==> src/rtl/rgb_led_sched.sv <==
`default_nettype none
// ============================================================================
//  Module      : rgb_led_sched
//  Description : Fixed-priority scheduler sharing one RGB LED between three
//                requesters. Arbitration happens only at PWM frame
//                boundaries. The winner's 24-bit colour and blink flag are
//                held for the whole frame. Three registered PWM bits drive
//                the RGB0PWM/RGB1PWM/RGB2PWM inputs of SB_RGBA_DRV.
//  Revision    : 1.0  initial release
// ----------------------------------------------------------------------------
//  Parameters
//    TICK_DIV      clk cycles per PWM step (>= 1)
//    BLINK_FRAMES  frames per blink half-period (>= 1)
//  Ports
//    clk        in   1   system clock, rising edge
//    rst_n      in   1   asynchronous active-low reset
//    req        in   3   request valid per slot (slot 2 highest priority)
//    req_rgb    in  72   slot i colour at [24i+23:24i], R=[23:16] G=[15:8] B=[7:0]
//    req_blink  in   3   slot i requests blinking
//    gnt        out  3   one-hot current owner, 000 when idle
//    pwm_r      out  1   red PWM   (RGB0PWM)
//    pwm_g      out  1   green PWM (RGB1PWM)
//    pwm_b      out  1   blue PWM  (RGB2PWM)
//    frame      out  1   one-cycle pulse on each frame boundary
// ============================================================================
module rgb_led_sched #(
   parameter int TICK_DIV     = 188,
   parameter int BLINK_FRAMES = 250
) (
   input  logic        clk,
   input  logic        rst_n,
   input  logic [2:0]  req,
   input  logic [71:0] req_rgb,
   input  logic [2:0]  req_blink,
   output logic [2:0]  gnt,
   output logic        pwm_r,
   output logic        pwm_g,
   output logic        pwm_b,
   output logic        frame
);

   // Counter widths; a 1-bit counter is kept even when the range is a
   // single value so the logic stays uniform for TICK_DIV/BLINK_FRAMES = 1.
   localparam int c_PRESC_W = (TICK_DIV > 1) ? $clog2(TICK_DIV) : 1;
   localparam int c_BLINK_W = (BLINK_FRAMES > 1) ? $clog2(BLINK_FRAMES) : 1;
   localparam logic [c_PRESC_W-1:0] c_PRESC_MAX = c_PRESC_W'(TICK_DIV - 1);
   localparam logic [c_BLINK_W-1:0] c_BLINK_MAX = c_BLINK_W'(BLINK_FRAMES - 1);

   // ------------------------------------------------------------------------
   // Timebase: prescaler -> step tick -> 8-bit step counter
   // ------------------------------------------------------------------------
   logic [c_PRESC_W-1:0] r_presc;
   logic [7:0]           r_cnt;
   logic                 w_tick;
   logic                 w_boundary;

   assign w_tick     = (r_presc == c_PRESC_MAX);
   // Last step of a frame: the next tick wraps cnt to 0.
   assign w_boundary = w_tick && (r_cnt == 8'hFF);

   always_ff @(posedge clk or negedge rst_n) begin
      if (!rst_n) begin
         r_presc <= '0;
      end else if (w_tick) begin
         r_presc <= '0;
      end else begin
         r_presc <= r_presc + c_PRESC_W'(1);
      end
   end

   always_ff @(posedge clk or negedge rst_n) begin
      if (!rst_n) begin
         r_cnt <= 8'h00;
      end else if (w_tick) begin
         r_cnt <= r_cnt + 8'd1;
      end
   end

   // ------------------------------------------------------------------------
   // Fixed-priority winner selection (2 > 1 > 0), used only at boundaries
   // ------------------------------------------------------------------------
   logic [2:0]  w_win_gnt;
   logic [23:0] w_win_rgb;
   logic        w_win_blink;

   always_comb begin
      w_win_gnt   = 3'b000;
      w_win_rgb   = 24'h000000;
      w_win_blink = 1'b0;
      if (req[2]) begin
         w_win_gnt   = 3'b100;
         w_win_rgb   = req_rgb[71:48];
         w_win_blink = req_blink[2];
      end else if (req[1]) begin
         w_win_gnt   = 3'b010;
         w_win_rgb   = req_rgb[47:24];
         w_win_blink = req_blink[1];
      end else if (req[0]) begin
         w_win_gnt   = 3'b001;
         w_win_rgb   = req_rgb[23:0];
         w_win_blink = req_blink[0];
      end
   end

   // Latched owner state: held for a full frame so mid-frame request or
   // colour changes never disturb the LED until the next boundary.
   logic [2:0]  r_gnt;
   logic [23:0] r_duty;
   logic        r_blink;

   always_ff @(posedge clk or negedge rst_n) begin
      if (!rst_n) begin
         r_gnt   <= 3'b000;
         r_duty  <= 24'h000000;
         r_blink <= 1'b0;
      end else if (w_boundary) begin
         r_gnt   <= w_win_gnt;
         r_duty  <= w_win_rgb;
         r_blink <= w_win_blink;
      end
   end

   // ------------------------------------------------------------------------
   // Blink timer: free-running frame counter, phase toggles on each wrap.
   // Phase resets to "on" so a blinking owner lights up in its first frame.
   // ------------------------------------------------------------------------
   logic [c_BLINK_W-1:0] r_bcnt;
   logic                 r_phase;
   logic                 w_en;

   always_ff @(posedge clk or negedge rst_n) begin
      if (!rst_n) begin
         r_bcnt  <= '0;
         r_phase <= 1'b1;
      end else if (w_boundary) begin
         if (r_bcnt == c_BLINK_MAX) begin
            r_bcnt  <= '0;
            r_phase <= ~r_phase;
         end else begin
            r_bcnt <= r_bcnt + c_BLINK_W'(1);
         end
      end
   end

   assign w_en = !(r_blink && !r_phase);

   // ------------------------------------------------------------------------
   // PWM compare, one per channel. Bit 2 = red, 1 = green, 0 = blue, which
   // matches the byte order inside the latched colour word.
   // ------------------------------------------------------------------------
   logic [2:0] w_pwm_nxt;
   logic [2:0] r_pwm;
   logic       r_frame;

   for (genvar gi = 0; gi < 3; gi++) begin : g_pwm
      assign w_pwm_nxt[gi] = w_en && (r_duty[8*gi +: 8] > r_cnt);
   end

   always_ff @(posedge clk or negedge rst_n) begin
      if (!rst_n) begin
         r_pwm   <= 3'b000;
         r_frame <= 1'b0;
      end else begin
         r_pwm   <= w_pwm_nxt;
         r_frame <= w_boundary;
      end
   end

   assign gnt   = r_gnt;
   assign pwm_r = r_pwm[2];
   assign pwm_g = r_pwm[1];
   assign pwm_b = r_pwm[0];
   assign frame = r_frame;

endmodule
`default_nettype wire

==> config.mk <==
export PLATFORM = sky130hd
export DESIGN_NAME = rgb_led_sched
export DESIGN_NICKNAME = d
export VERILOG_FILES = /design/src/rtl/rgb_led_sched.sv
export SDC_FILE = /design/constraint.sdc
export NUM_CORES = 1
export LEC_CHECK = 0
export BUFFER_PORTS_ARGS = -buffer_cell sky130_fd_sc_hd__buf_4
export CORE_MARGIN = 5
export CORE_UTILIZATION = 45
export DETAILED_ROUTE_END_ITERATION = 16
export PLACE_DENSITY = 0.7
export SETUP_SLACK_MARGIN = 0.3
export SYNTH_ARGS = -nofsm -noshare
export SYNTH_HDL_FRONTEND = slang
export SYNTH_SLANG_ARGS = --single-unit
==> constraint.sdc <==
create_clock -name clk -period 2.41 [get_ports clk]
set_input_delay 0.241 -clock clk [delete_from_list [all_inputs] [get_ports clk]]
set_output_delay 0.241 -clock clk [all_outputs]
set_load 0.02 [all_outputs]
# ---- Word-level counts from Yosys, hierarchy flattened
# Cells that the tools add are included.
dict set report word_totals {
  reg_bits 57
  mem_count 0
  output_inout_bits 7
  latch_bits 0
  mem_bits_ro 0
  ram_bits 0
}
dict set report op_classes {
  n_mul 0
  n_lt_le_gt_ge 3
  add_sub_neg 3
  muxes 11
  shift 0
  reduce_logical 8
  n_eq_ne 3
  n_div 0
  bitwise 1
}
# op count
set op_table {}
lappend op_table {{2-to-1 mux 24 bit} 3}
lappend op_table {{adder 8 x 1 -> 8 bit (second input constant)} 3}
lappend op_table {{equality test 8 bit (second input constant)} 3}
lappend op_table {{greater-than comparator 8 bit} 3}
lappend op_table {{2-to-1 mux 8 bit} 2}
lappend op_table {{logical AND 1 bit} 5}
lappend op_table {{2-to-1 mux 1 bit} 4}
lappend op_table {{2-to-1 mux 3 bit} 1}
lappend op_table {{zero test 1 bit} 2}
lappend op_table {{2-to-1 mux 2 bit} 1}
lappend op_table {{AND reduction 2 bit} 1}
lappend op_table {{NOT 1 bit} 1}

# ---- Longest topological paths before layout
dict set report depth {
  word_depth 4
  depth_mapped 7
}

# ---- Worst setup path before layout
# No wires, ideal clock.
dict set report synth_path {
  kind {register to register}
  from {register r_cnt[0]}
  to {register r_blink}
  stages_incl_launch_ff 8
  setup_ns 0.095
  period_less_slack_ns 1.589
  t_arrival_ns 1.493
  path_buffers 2
  path_slack_ns 0.821
  cell_sequence {dfrtp_1 -> ha_1 -> and4_1 -> nand4_2 -> buf_6 -> clkbuf_1 -> nand2_1 -> o31ai_1}
}
dict set report synth_via {
  elab_chain_len 2
}
# element line_no
set synth_lines {}
lappend synth_lines {{from (decl)} 53} ;# logic [7:0] r_cnt;
lappend synth_lines {{from (signal assigned)} 75} ;# r_cnt <= r_cnt + 8'd1;
lappend synth_lines {{equality test 8 bit} 59} ;# assign w_boundary = w_tick && (r_cnt == 8'hFF);
lappend synth_lines {{logical AND 1 bit} 59}
lappend synth_lines {{to (signal assigned)} 119} ;# r_blink <= w_win_blink;
lappend synth_lines {{to (decl)} 109} ;# logic r_blink;
# Every way passes these cells.
# A chain may end at the register's enable or synchronous reset.

# ---- Worst setup path after layout
dict set report layout_path {
  from {register r_presc[0]}
  to {register r_duty[3]}
}
dict set report layout_via {
  elab_chain_len 2
}
# element line_no
set layout_lines {}
lappend layout_lines {{from (decl)} 52} ;# logic [c_PRESC_W-1:0] r_presc;
lappend layout_lines {{from (signal assigned)} 67} ;# r_presc <= r_presc + c_PRESC_W'(1);
lappend layout_lines {{equality test 8 bit} 57} ;# assign w_tick = (r_presc == c_PRESC_MAX);
lappend layout_lines {{logical AND 1 bit} 59}
lappend layout_lines {{to (signal assigned)} 118} ;# r_duty <= w_win_rgb;
lappend layout_lines {{to (decl)} 108} ;# logic [23:0] r_duty;
# Every way passes these cells.

==> results.yml <==
clock_network:
  cts_tree: "yes"
  cts_num_sinks: 57
  cts-root-buf: "clkbuf_8"
  cts.path.max_buffers: 2
  clk_pin_slew_worst_paths_ns: 0.07
  clk_latency_ns: 0.33
  cts_made_buffers: 9
  postCtsSetupRepairBufs: 0
  cts_max_level: 3
yosys:
  synth_area_leaders: "dfrtp_1 (41%), ha_1 (10%), a221oi_1 (6.2%)"
  ys_ff_latch: 57
  synth_area_leader_cell: "dfrtp_1"
  synth_top_area_share_pct: 41.2
  ys.flop_type: "dfrtp_1"
  yosysSeqAreaShare_pct: 42.0
  synth_cell_types: 35
  synthesis.instances: 356
  avgSynthCellArea_sq_um: 9.56
  yosysWarnings: 0
  syn-cell-area_sq_um: 3400
  synthArstFlopShare_pct: 100
  synth_edf_count: 0
  synth_fp_nets: 464
pwr:
  p_int_uw: 1570
  comb_power_share_pct: 9.1
  fin_total_pwr_uw: 2050
  powerDensity_nw_per_um2: 476
  p_switching_uw: 474
  sequentialPowerShare_pct: 46.7
  p_leak_uw: 0.00199
  ir_drop_v: 0.000217
  clkPwrFrac_pct: 44.2
  swShare_pct: 23.1
finish:
  final_common_cell: "buf_4"
  multi_input_area_sq_um: 1800
  syn_to_final_growth_pct: 26.4
  regArea_sq_um: 1430
  drive_gt1_share_pct: 25.2
  fin_util_pct: 59.0
  final_cell_mix: "buf_4 (89), dfrtp_1 (55), nand2_1 (46)"
  n_fill_cell: 669
  n_antenna_cell: 0
  nets: 543
  final_area_sq_um: 4300
critical_path:
  cpLargestDelayFamily: "simple AND/OR/NAND/NOR gates"
  reg2reg_from: "r_presc[0]$_DFF_PN0_"
  cp.arrival_ns: 2.10
  critPathKind: "reg2reg"
  endpoint_kind: "flip-flop"
  path_cells: "ha_1, and4bb_4, nand4_2, buf_8, o31ai_1"
  required_ns: 2.65
  crit_buf_inv: 1
  critPathLaunch: "r_presc[0]$_DFF_PN0_"
  slowest_stage: "dfrtp_1"
  crit_path_start_kind: "flip-flop"
  slowest_delay_ns: 0.38
  crit_fanout: 47
floorplan:
  die_y_um: 97.0
  dieArea_sq_um: 9400
  fp.coreArea_sq_um: 7290
  placementRows: 31
  start_util_pct: 46.7
  boundaryPins: 87
  die_w_um: 97.0
place:
  hpwl_um: 6120
  portBuffers: 86
  dpl_worst_slack_ns: 0.442
  place_area_sq_um: 4080
  gp_congestion: 0.790
timing:
  post-route-period-util_pct: 77.0
  slew_viol_final: 0
  tightest_slew_ns: 0.715
  rsz0062_at_grt: "false"
  setup_tns_ns: 0
  fin_ws_ns: 0.554
  max_freq_mhz: 539
  setup_violations: 0
  clock_skew_ns: 0.00919
  hold_violations: 0
  max_slew_margin_pct: 52.4
  post-route-min-period_ns: 1.86
routing:
  drtIter0Drc: 114
  routed_wl_um: 8130
  drt.antenna.violating_nets: 0
  drc: 0
  first_pass_iters: 4
  vias: 2913
  wl_per_cell_um: 15.1
  via_per_inst: 5.40
run:
  maxCapViolCount: 0
min_path:
  hold_start: "req_rgb[50]"
  hp-class: "in2reg"
global_routing:
  grt_usage_pct: 17.3
  grt_pass1_vias: 2859
  gr-total-overflow: 0
  antenna_found_initial: 0
  grt_max_degree: 58
  grt_pass1_wl_um: 13400
outcome:
  status: "finished clean"
-- tightest hold or removal path: stages --
cell and delay, ns:
buf_4 0.10, nor2b_1 0.10, o31ai_1 0.07
-- sequential cells by signal, indices dropped and copies added, names as in the netlist --
signal / cells
frame: 1
gnt: 3
r_bcnt: 8
r_blink: 1
r_cnt: 8
r_duty: 24
r_phase: 1
r_presc: 8
r_pwm: 3
-- synthesized netlist by cell type, types with 3 or more instances --
cell       n
nand3_1    8
inv_1     14
buf_2      6
o21ai_0   22
a221oi_1  24
ha_1      28
nor2_1     9
dfrtp_1   56
nand2_1   46
nand4_1    4
a21oi_1   17
o21a_1     3
clkbuf_1  12
buf_6      4
and4_1     9
o31ai_1   27
and3_1     4
and2_1     3
nor2b_1   30
nand3b_1   4
xnor2_1   10
-- cell type report --
| class | instances | share of cell area, % |
|---|---|---|
| repair buffers | 91 | 16.1 |
| flip-flops and latches | 57 | 33.2 |
| clock inverters | 6 | 1.54 |
| well taps | 99 | 2.88 |
| multi-input cells | 262 | 41.8 |
| inverters | 14 | 1.22 |
| clock buffers | 10 | 3.20 |
-- power by group through the flow --
stage                     combinational [uW]  sequential (uW)  clock (uW)
after floorplan                         59.6              975           0
after global placement                   186              975           0
after detailed placement                 189              975           0
after CTS                                190              956         928
after global routing                     206              956         967
final                                    187              957         905
-- final timing paths --
path	end	cells after the start	slack (ns)
setup / recovery	r_duty[3]$_DFFE_PN0P_	5	0.55
hold / removal	r_duty[2]$_DFFE_PN0P_	3	0.22
setup reg to reg	r_duty[3]$_DFFE_PN0P_	5	0.55
hold reg to reg	r_presc[0]$_DFF_PN0_	1	0.47
max in group asynchronous	r_cnt[0]$_DFFE_PN0N_	2	1.41
min in group asynchronous	r_presc[7]$_DFF_PN0_	2	0.49
-- metal layers --
layer	track usage (%)	part of all wire [%]	up-vias
met4	7.24	1.9	0
met1	22.7	46	1356
met2	27.6	47	82
met5	0	0	-
met3	3.60	4.9	14
li1	-	-	1461
-- what timing repair did --
item,in CTS,in global routing
endpoints found under the setup margin,0,9
resized for setup,0,3
hold buffers,1,0
endpoints found under the hold margin,56,0
-- per-stage QoR --
step | cells | hold WS (ns)
after floorplan | 356 | -0.0546
after global placement | 522 | 0.340
after detailed placement | 522 | 0.348
after CTS | 539 | 0.213
after global routing | 539 | 0.231
final | 539 | 0.220
-- logic make-up (layout without fill, tap and decap cells) --
| kind of cell | count (synthesis) | in the layout | synth area share [%] |
|---|---|---|---|
| flops | 57 | 57 | 42.0 |
| buf+inv | 37 | 121 | 5.22 |
| simple gates | 125 | 125 | 20.0 |
| xor+xnor | 12 | 12 | 3.09 |
| fa+ha+maj | 28 | 28 | 10.3 |
| compound gates | 97 | 97 | 19.4 |
Power figures use the tool's default switching activity.
